===== src/rtl/io_pkg.sv =====
// Shared I/O definitions for the memory-mapped switch/LED peripherals and the
// switch debounce datapath.
package io_pkg;

    localparam logic [31:0] SW_ADDR   = 32'hC000_0000;
    localparam logic [31:0] LED_ADDR  = 32'hC000_0004;
    localparam logic [31:0] EDGE_ADDR = 32'hC000_0008;

    localparam int N_SW_DEF         = 10;
    localparam int DEBOUNCE_DEF     = 500000;

    // What one debounce slice does on the coming edge.
    typedef enum logic [1:0] {
        DB_MATCH  = 2'd0,
        DB_COUNT  = 2'd1,
        DB_ACCEPT = 2'd2
    } db_action_e;

    function automatic int cnt_width(input int cycles);
        return $clog2(cycles + 1);
    endfunction

endpackage


===== src/rtl/switch_conditioner_debounce_bit.sv =====
// One switch bit: two-stage synchronizer, consecutive-cycle debounce counter
// and the accepted (clean) value. accept is high in the cycle before clean updates.
module debounce_bit
    import io_pkg::*;
#(
    parameter int DEBOUNCE_CYCLES = DEBOUNCE_DEF
) (
    input  logic clk,
    input  logic reset,
    input  logic raw,
    output logic clean,
    output logic accept
);

    localparam int                 CNT_W    = cnt_width(DEBOUNCE_CYCLES);
    localparam logic [CNT_W-1:0]   CNT_LAST = CNT_W'(DEBOUNCE_CYCLES - 1);
    localparam logic [CNT_W-1:0]   CNT_ZERO = {CNT_W{1'b0}};
    localparam logic [CNT_W-1:0]   CNT_ONE  = CNT_W'(1);

    logic             sync1_q, sync1_d;
    logic             sync2_q, sync2_d;
    logic             clean_q, clean_d;
    logic [CNT_W-1:0] cnt_q,   cnt_d;
    db_action_e       action_s;

    // Next-state for synchronizer, counter and clean value.
    always_comb begin
        sync1_d = raw;
        sync2_d = sync1_q;
        cnt_d   = cnt_q;
        clean_d = clean_q;
        accept  = 1'b0;

        if (sync2_q == clean_q) begin
            action_s = DB_MATCH;
        end else if (cnt_q == CNT_LAST) begin
            action_s = DB_ACCEPT;
        end else begin
            action_s = DB_COUNT;
        end

        // A mismatch that disappears before the count completes restarts from zero.
        case (action_s)
            DB_MATCH: begin
                cnt_d = CNT_ZERO;
            end
            DB_COUNT: begin
                cnt_d = cnt_q + CNT_ONE;
            end
            DB_ACCEPT: begin
                clean_d = sync2_q;
                cnt_d   = CNT_ZERO;
                accept  = 1'b1;
            end
            default: begin
                cnt_d = CNT_ZERO;
            end
        endcase
    end

    // State registers with synchronous reset.
    always_ff @(posedge clk) begin
        if (reset) begin
            sync1_q <= 1'b0;
            sync2_q <= 1'b0;
            clean_q <= 1'b0;
            cnt_q   <= CNT_ZERO;
        end else begin
            sync1_q <= sync1_d;
            sync2_q <= sync2_d;
            clean_q <= clean_d;
            cnt_q   <= cnt_d;
        end
    end

    assign clean = clean_q;

endmodule


===== src/rtl/switch_conditioner.sv =====
// Slide-switch conditioner: per-bit synchronize + debounce, a registered change
// pulse, and an optional sticky edge mask enabled by SW_EDGE_CAPTURE_EN.
module switch_conditioner
    import io_pkg::*;
#(
    parameter int N_SW            = N_SW_DEF,
    parameter int DEBOUNCE_CYCLES = DEBOUNCE_DEF
) (
    input  logic            clk,
    input  logic            reset,
    input  logic [N_SW-1:0] sw_raw,
    output logic [N_SW-1:0] sw_clean,
    output logic            sw_changed,
    output logic [N_SW-1:0] edge_mask,
    input  logic            edge_clr
);

    logic [N_SW-1:0] clean_s;
    logic [N_SW-1:0] accept_s;
    logic            sw_changed_q, sw_changed_d;

    for (genvar i = 0; i < N_SW; i++) begin : g_bit
        debounce_bit #(
            .DEBOUNCE_CYCLES (DEBOUNCE_CYCLES)
        ) u_bit (
            .clk    (clk),
            .reset  (reset),
            .raw    (sw_raw[i]),
            .clean  (clean_s[i]),
            .accept (accept_s[i])
        );
    end

    // Any bit accepted on this edge becomes a single pulse alongside the new value.
    always_comb begin
        sw_changed_d = |accept_s;
    end

    // Change-pulse register.
    always_ff @(posedge clk) begin
        if (reset) begin
            sw_changed_q <= 1'b0;
        end else begin
            sw_changed_q <= sw_changed_d;
        end
    end

    assign sw_clean   = clean_s;
    assign sw_changed = sw_changed_q;

`ifdef SW_EDGE_CAPTURE_EN
    logic [N_SW-1:0] edge_mask_q, edge_mask_d;

    // Clear is applied before the OR so a toggle on the clearing edge survives.
    always_comb begin
        edge_mask_d = (edge_mask_q & ~{N_SW{edge_clr}}) | accept_s;
    end

    // Sticky edge flags.
    always_ff @(posedge clk) begin
        if (reset) begin
            edge_mask_q <= {N_SW{1'b0}};
        end else begin
            edge_mask_q <= edge_mask_d;
        end
    end

    assign edge_mask = edge_mask_q;
`else
    logic unused_edge_clr_s;

    assign unused_edge_clr_s = edge_clr;
    assign edge_mask         = {N_SW{1'b0}};
`endif

endmodule


===== config.mk =====
export PLATFORM = sky130hd
export DESIGN_NAME = switch_conditioner
export DESIGN_NICKNAME = d
export VERILOG_FILES = /design/src/rtl/io_pkg.sv /design/src/rtl/switch_conditioner_debounce_bit.sv /design/src/rtl/switch_conditioner.sv
export SDC_FILE = /design/constraint.sdc
export NUM_CORES = 1
export LEC_CHECK = 0
export ABC_CLOCK_PERIOD_IN_PS = 3200
export BUFFER_PORTS_ARGS = -buffer_cell sky130_fd_sc_hd__buf_2
export CORE_ASPECT_RATIO = 1.5
export CORE_MARGIN = 2
export CORE_UTILIZATION = 65
export DETAILED_ROUTE_END_ITERATION = 10
export PLACE_DENSITY = 0.83
export SLEW_MARGIN = 20
export SYNTH_ARGS = -nofsm -noshare
export SYNTH_HDL_FRONTEND = slang
export SYNTH_SLANG_ARGS = --single-unit

===== constraint.sdc =====
create_clock -name clk -period 3.2 [get_ports clk]
set_input_delay 0.32 -clock clk [delete_from_list [all_inputs] [get_ports clk]]
set_output_delay 0.32 -clock clk [all_outputs]
set_load 0.005 [all_outputs]

# After elaboration in Yosys (flattened, before gate mapping)
# Index checks and enable logic that the tools add are counted.
# totals
register_bits	221
latchBits	0
ram_bits	0
mem_bits_ro	0
input_bits	13
output_inout_bits	21
elab_cells	142
memories	0
# classes
add_sub_neg	10
multipliers	0
div_mod_pow	0
n_lt_le_gt_ge	0
eq_ne	40
n_shift	0
mux	30
bitwise_logic	10
n_reduce_logical	11
# op_table
op	n
adder 19 x 1 -> 19 bit (second input constant)	10
equality test 19 bit (second input constant)	10
2-to-1 mux 2 bit	20
equality test 2 x 1 -> 1 bit (second input constant)	10
equality test 2 bit (second input constant)	10
OR reduction 2 bit	10
equality test 1 bit	10
2-to-1 mux 1 bit	10
inverter 1 bit	10
OR reduction 10 bit	1

# Longest topological paths before layout
# depth
ltp_word	6
depth_mapped	9
depth_no_buf	6

# Modules after synthesis
# Synthesis repeated with hierarchy kept, for this count alone.
# unflattened
hier_cells	1176
area_unflattened_um2	10318.6
# modules_own_cells
mod	n_inst	cells_each	area_each_um2	seq_area_each_um2
debounce_bit	10	116	1019.7	440.4
switch_conditioner	1	16	121.4	20.0

# Worst setup path after synthesis
# No wires, ideal clock.
# synth_timing
path_type	reg2reg
from	register g_bit[5].u_bit.cnt_q[0]
to	register g_bit[5].u_bit.cnt_q[11]
setup_time_ps	115
arrival_time_ps	1565
required_ps	3085
slack_ps	1520
stages_incl_launch_ff	8
path_buffers	2
period_less_slack_ps	1680
path_cell_list	dfxtp_1 -> ha_1 -> nand4_1 -> nor4_2 -> or3_1 -> buf_4 -> buf_6 -> nor2_1
# synth_via
elab_chain_len	6
word_cells_on_any_way	7
classes_between	1 x add/sub; 2 x eq/ne; 2 x mux; 1 x bitwise; 1 x reduce/logical
# synth_lines
item	line	rtl
start: declaration	switch_conditioner_debounce_bit.sv:23	logic [CNT_W-1:0] cnt_q, cnt_d;
start signal: assignment	switch_conditioner_debounce_bit.sv:72	cnt_q <= cnt_d;
equality test 19 bit	switch_conditioner_debounce_bit.sv:36	end else if (cnt_q == CNT_LAST) begin
2-to-1 mux 2 bit	switch_conditioner_debounce_bit.sv:36	
2-to-1 mux 2 bit	switch_conditioner_debounce_bit.sv:34	if (sync2_q == clean_q) begin
equality test 2 x 1 -> 1 bit	switch_conditioner_debounce_bit.sv:43	case (action_s)
inverter 1 bit (no source line)	--	
OR reduction 2 bit (no source line)	--	
# Several ways; a longest one is shown, not always the timed one.
# A chain may end at the register's enable or synchronous reset.

# Final worst setup path
# layout_timing
from	register g_bit[5].u_bit.cnt_q[0]
to	register g_bit[5].u_bit.cnt_q[18]
# The elaborated chain is that of the path after synthesis.

==> metrics.csv <==
metric,value,unit
outcome,finished clean,
synthToLayoutAreaGrowth,7.63,%
worst_hold_path_type,primary input to register,
timing.critical_path.slowest_cell_delay,0.57,ns
p_sw_frac,0.202,
pwr_density,505,nW/um^2
cts_max_level,1,
fillerInstances,1119,
power.switching,0.00105,W
drt-wirelength-per-cell,12.6,um
seq_area_frac_synth,0.464,
cts-hold-fix-buffers,0,
worst_r2r_endpoint,g_bit[5].u_bit.cnt_q[18],
synth.avg_cell_area,8.88,sq um
period_needed,2.12,ns
sequential_cell_area,4420,sq um
wire_length_of_the_first_global_routing_pass,27800,um
timing.critical_path.to,g_bit[5].u_bit.cnt_q[18],
cts_buffers,21,
cp.buffers_inverters,0,
rsz0062_at_grt,no,
ys_types,45,
yosys_register_bits,221,
floorplan.die.height,152,um
clockBufferDepth,3,
setup.reg_to_reg.worst_slack,1.08,ns
worstReg2RegStart,g_bit[5].u_bit.cnt_q[0],
drv_cap,0,
clock_sinks,221,
fmax,0.471,GHz
diodes,0,
grt.total_usage,0.209,
crit_required,3.56,ns
worstSetupPathDepth,5,
detail-route-antenna-nets,0,
final-max-slew-violation-count,0,
critical_path_arrival,2.48,ns
layout-drive-gt1-share,0.0694,
setup_viol,0,
finalSetupTns,0,ns
clk-insertion-delay-late,0.50,ns
pwr-share-comb,0.011,
dieWidth,103,um
drt_drc_violations_left,0,
finalCritPeriodShare,0.663,
total_gr_overflow,0,
maximum_number_of_pins_on_one_net_before_global_route_repair,23,
rows,54,
worst_slew_pin_slew,0.654,ns
relSlewSlack,0.564,
gpl.final_weighted_congestion,0.842,
drt-vias-per-instance,5.38,
finalNonFillerCells,1291,
path_clk_slew,0.06,ns
intPower,0.00414,W
yosys_most_used_dff,sky130_fd_sc_hd__dfxtp_1,
antenna_violations_before_repair,0,
core_area,14500,sq um
dpl_cell_area,9620,sq um
area_of_the_multi_input_gates,4740,sq um
vias,6952,
cts_tree,done,
hold_viol,0,
end_kind,register,
starting_density_of_the_core,0.660,
worstSetupStartpoint,g_bit[5].u_bit.cnt_q[0],
grt_pass1_vias,6746,
path_cells,ha_1 > nand4_1 > nor4_2 > or3_1 > nor2_1,
layout.cells.most_common,sky130_fd_sc_hd__nor2_1,
firstDrtPassIters,5,
power.sequential.fraction,0.535,
path_delay_family,simple AND/OR/NAND/NOR gates,
ys.warnings.count,0,
synthesis.area,9540,sq um
layout.cells.most_common_list,"sky130_fd_sc_hd__nor2_1, sky130_fd_sc_hd__dfxtp_1, sky130_fd_sc_hd__xnor2_1, sky130_fd_sc_hd__xor2_1, sky130_fd_sc_hd__nand2_1",
synth_edf_count,0,
clock_skew,0.0106,ns
clockPowerShare,0.454,
design.die.area,15700,sq um
detail_route.iter0.violations,287,
synthArstFlopShare,0,
p_leak,3.30,nW
io-pin-count,34,
cp_slowest_cell,sky130_fd_sc_hd__or3_1,
fin_nets,1106,
final_cell_area,10300,sq um
dp.cells,1256,
timing.reg2reg.worst_path_depth,5,
timing.setup.critical_path_class,register to register,
vdd_drop_max,0.000550,V
cts_repair_resize_count,0,
port_buffers,22,
synthCells,1075,
cts-root-buf,sky130_fd_sc_hd__clkbuf_16,
crit_path_max_fanout,19,
post_cts_setup_buffer_count,0,
start_kind,register,
hold_slack,0.0328,ns
place.detailed.hpwl,11100,um
route.final.wire_length,16300,um
-- power by group through the flow --
stage	sequential [W]	clock [W]	combinational [W]
finish	0.00277	0.00236	0.0000589
global route	0.00277	0.00252	0.0000669
CTS	0.00277	0.00241	0.0000601
detailed placement	0.00284	0	0.0000597
global placement	0.00284	0	0.0000592
floorplan	0.00283	0	0.0000566
-- registers in the layout (all words and copies together) (netlist names) --
register / count
g_bit.u_bit.sync2_q: 10
g_bit.u_bit.sync1_q: 10
g_bit.u_bit.clean: 10
g_bit.u_bit.cnt_q: 190
sw_changed: 1
-- layout make-up --
cell class	count	area share
clock buffer	28	0.0566
clock inverter	7	0.00646
inverter	24	0.00877
multi-input combinational	791	0.461
sequential	221	0.431
tap	196	0.0239
timing repair buffer	24	0.0122
-- kinds of logic after synthesis --
family,after synthesis,synth area share
muxes,6,0.00629
xor gates and xnor gates,179,0.164
other,1,0.000393
buffers and inverters,72,0.0434
and+or+nand+nor,573,0.301
DFF,221,0.464
adders and majority gates,10,0.0131
AOI/OAI and AO/OA,13,0.00787
-- worst min-delay path by stage --
stage / start / end / slack, ns / cells after the start
2_1_floorplan: g_bit[0].u_bit.sync1_q / g_bit[0].u_bit.sync2_q / 0.41 / 1
3_3_place_gp: g_bit[9].u_bit.sync1_q / g_bit[9].u_bit.sync2_q / 0.42 / 1
3_5_place_dp: g_bit[1].u_bit.sync1_q / g_bit[1].u_bit.sync2_q / 0.43 / 1
6_report: sw_raw[9] / g_bit[9].u_bit.sync1_q / 0.03 / 2
4_1_cts: sw_raw[9] / g_bit[9].u_bit.sync1_q / 0.02 / 2
5_1_grt: sw_raw[1] / g_bit[1].u_bit.sync1_q / 0.03 / 2
-- synthesized netlist by cell type, types with 2 or more instances --
library cell | instances | area, sq um
sky130_fd_sc_hd__nand4_1 | 46 | 288
sky130_fd_sc_hd__and4b_1 | 2 | 20.0
sky130_fd_sc_hd__nor3_1 | 20 | 100
sky130_fd_sc_hd__nor2_2 | 4 | 25.0
sky130_fd_sc_hd__buf_4 | 27 | 203
sky130_fd_sc_hd__nor4_2 | 3 | 37.5
sky130_fd_sc_hd__inv_1 | 24 | 90.1
sky130_fd_sc_hd__or4_4 | 2 | 22.5
sky130_fd_sc_hd__nor4_1 | 14 | 87.6
sky130_fd_sc_hd__buf_2 | 10 | 50.1
sky130_fd_sc_hd__nor4b_2 | 2 | 30.0
sky130_fd_sc_hd__or3_1 | 10 | 62.6
sky130_fd_sc_hd__a21oi_1 | 5 | 25.0
sky130_fd_sc_hd__nand2_1 | 71 | 267
sky130_fd_sc_hd__dfxtp_1 | 221 | 4420
sky130_fd_sc_hd__nor3b_1 | 2 | 15.0
sky130_fd_sc_hd__and3_1 | 26 | 163
sky130_fd_sc_hd__nor3_2 | 5 | 50.1
sky130_fd_sc_hd__and2_1 | 4 | 25.0
sky130_fd_sc_hd__xnor2_1 | 92 | 806
sky130_fd_sc_hd__nand4b_1 | 2 | 17.5
sky130_fd_sc_hd__nor2b_1 | 22 | 138
sky130_fd_sc_hd__nor4b_1 | 12 | 105
sky130_fd_sc_hd__buf_6 | 4 | 45.0
sky130_fd_sc_hd__mux2i_1 | 6 | 60.1
sky130_fd_sc_hd__nor4bb_1 | 2 | 20.0
sky130_fd_sc_hd__o21ai_0 | 5 | 25.0
sky130_fd_sc_hd__nand3_1 | 59 | 295
sky130_fd_sc_hd__and4_1 | 14 | 123
sky130_fd_sc_hd__xor2_1 | 87 | 762
sky130_fd_sc_hd__ha_1 | 10 | 125
sky130_fd_sc_hd__nor2_1 | 243 | 912
sky130_fd_sc_hd__clkbuf_1 | 7 | 26.3
-- per-stage QoR --
step | utilization | setup WS, ns | total power, W
6_report | 0.710 | 1.08 | 0.00519
3_5_place_dp | 0.666 | 1.05 | 0.00290
2_1_floorplan | - | 1.52 | 0.00289
5_1_grt | 0.710 | 0.889 | 0.00536
4_1_cts | 0.710 | 1.05 | 0.00524
3_3_place_gp | 0.666 | 1.14 | 0.00290
-- metal layers --
metal	global-route usage	part of all wire
met1	0.235	0.42
met5	0	0
met2	0.387	0.52
met3	0.0339	0.038
met4	0.0733	0.024
-- worst reg2reg max path, delay by kind of cell, from the launching register on --
family,cells,cell delay [ns]
DFF,1,0.38
and+or+nand+nor,4,1.39
adders and majority gates,1,0.22
No activity file was read; power rests on OpenSTA's default activity.
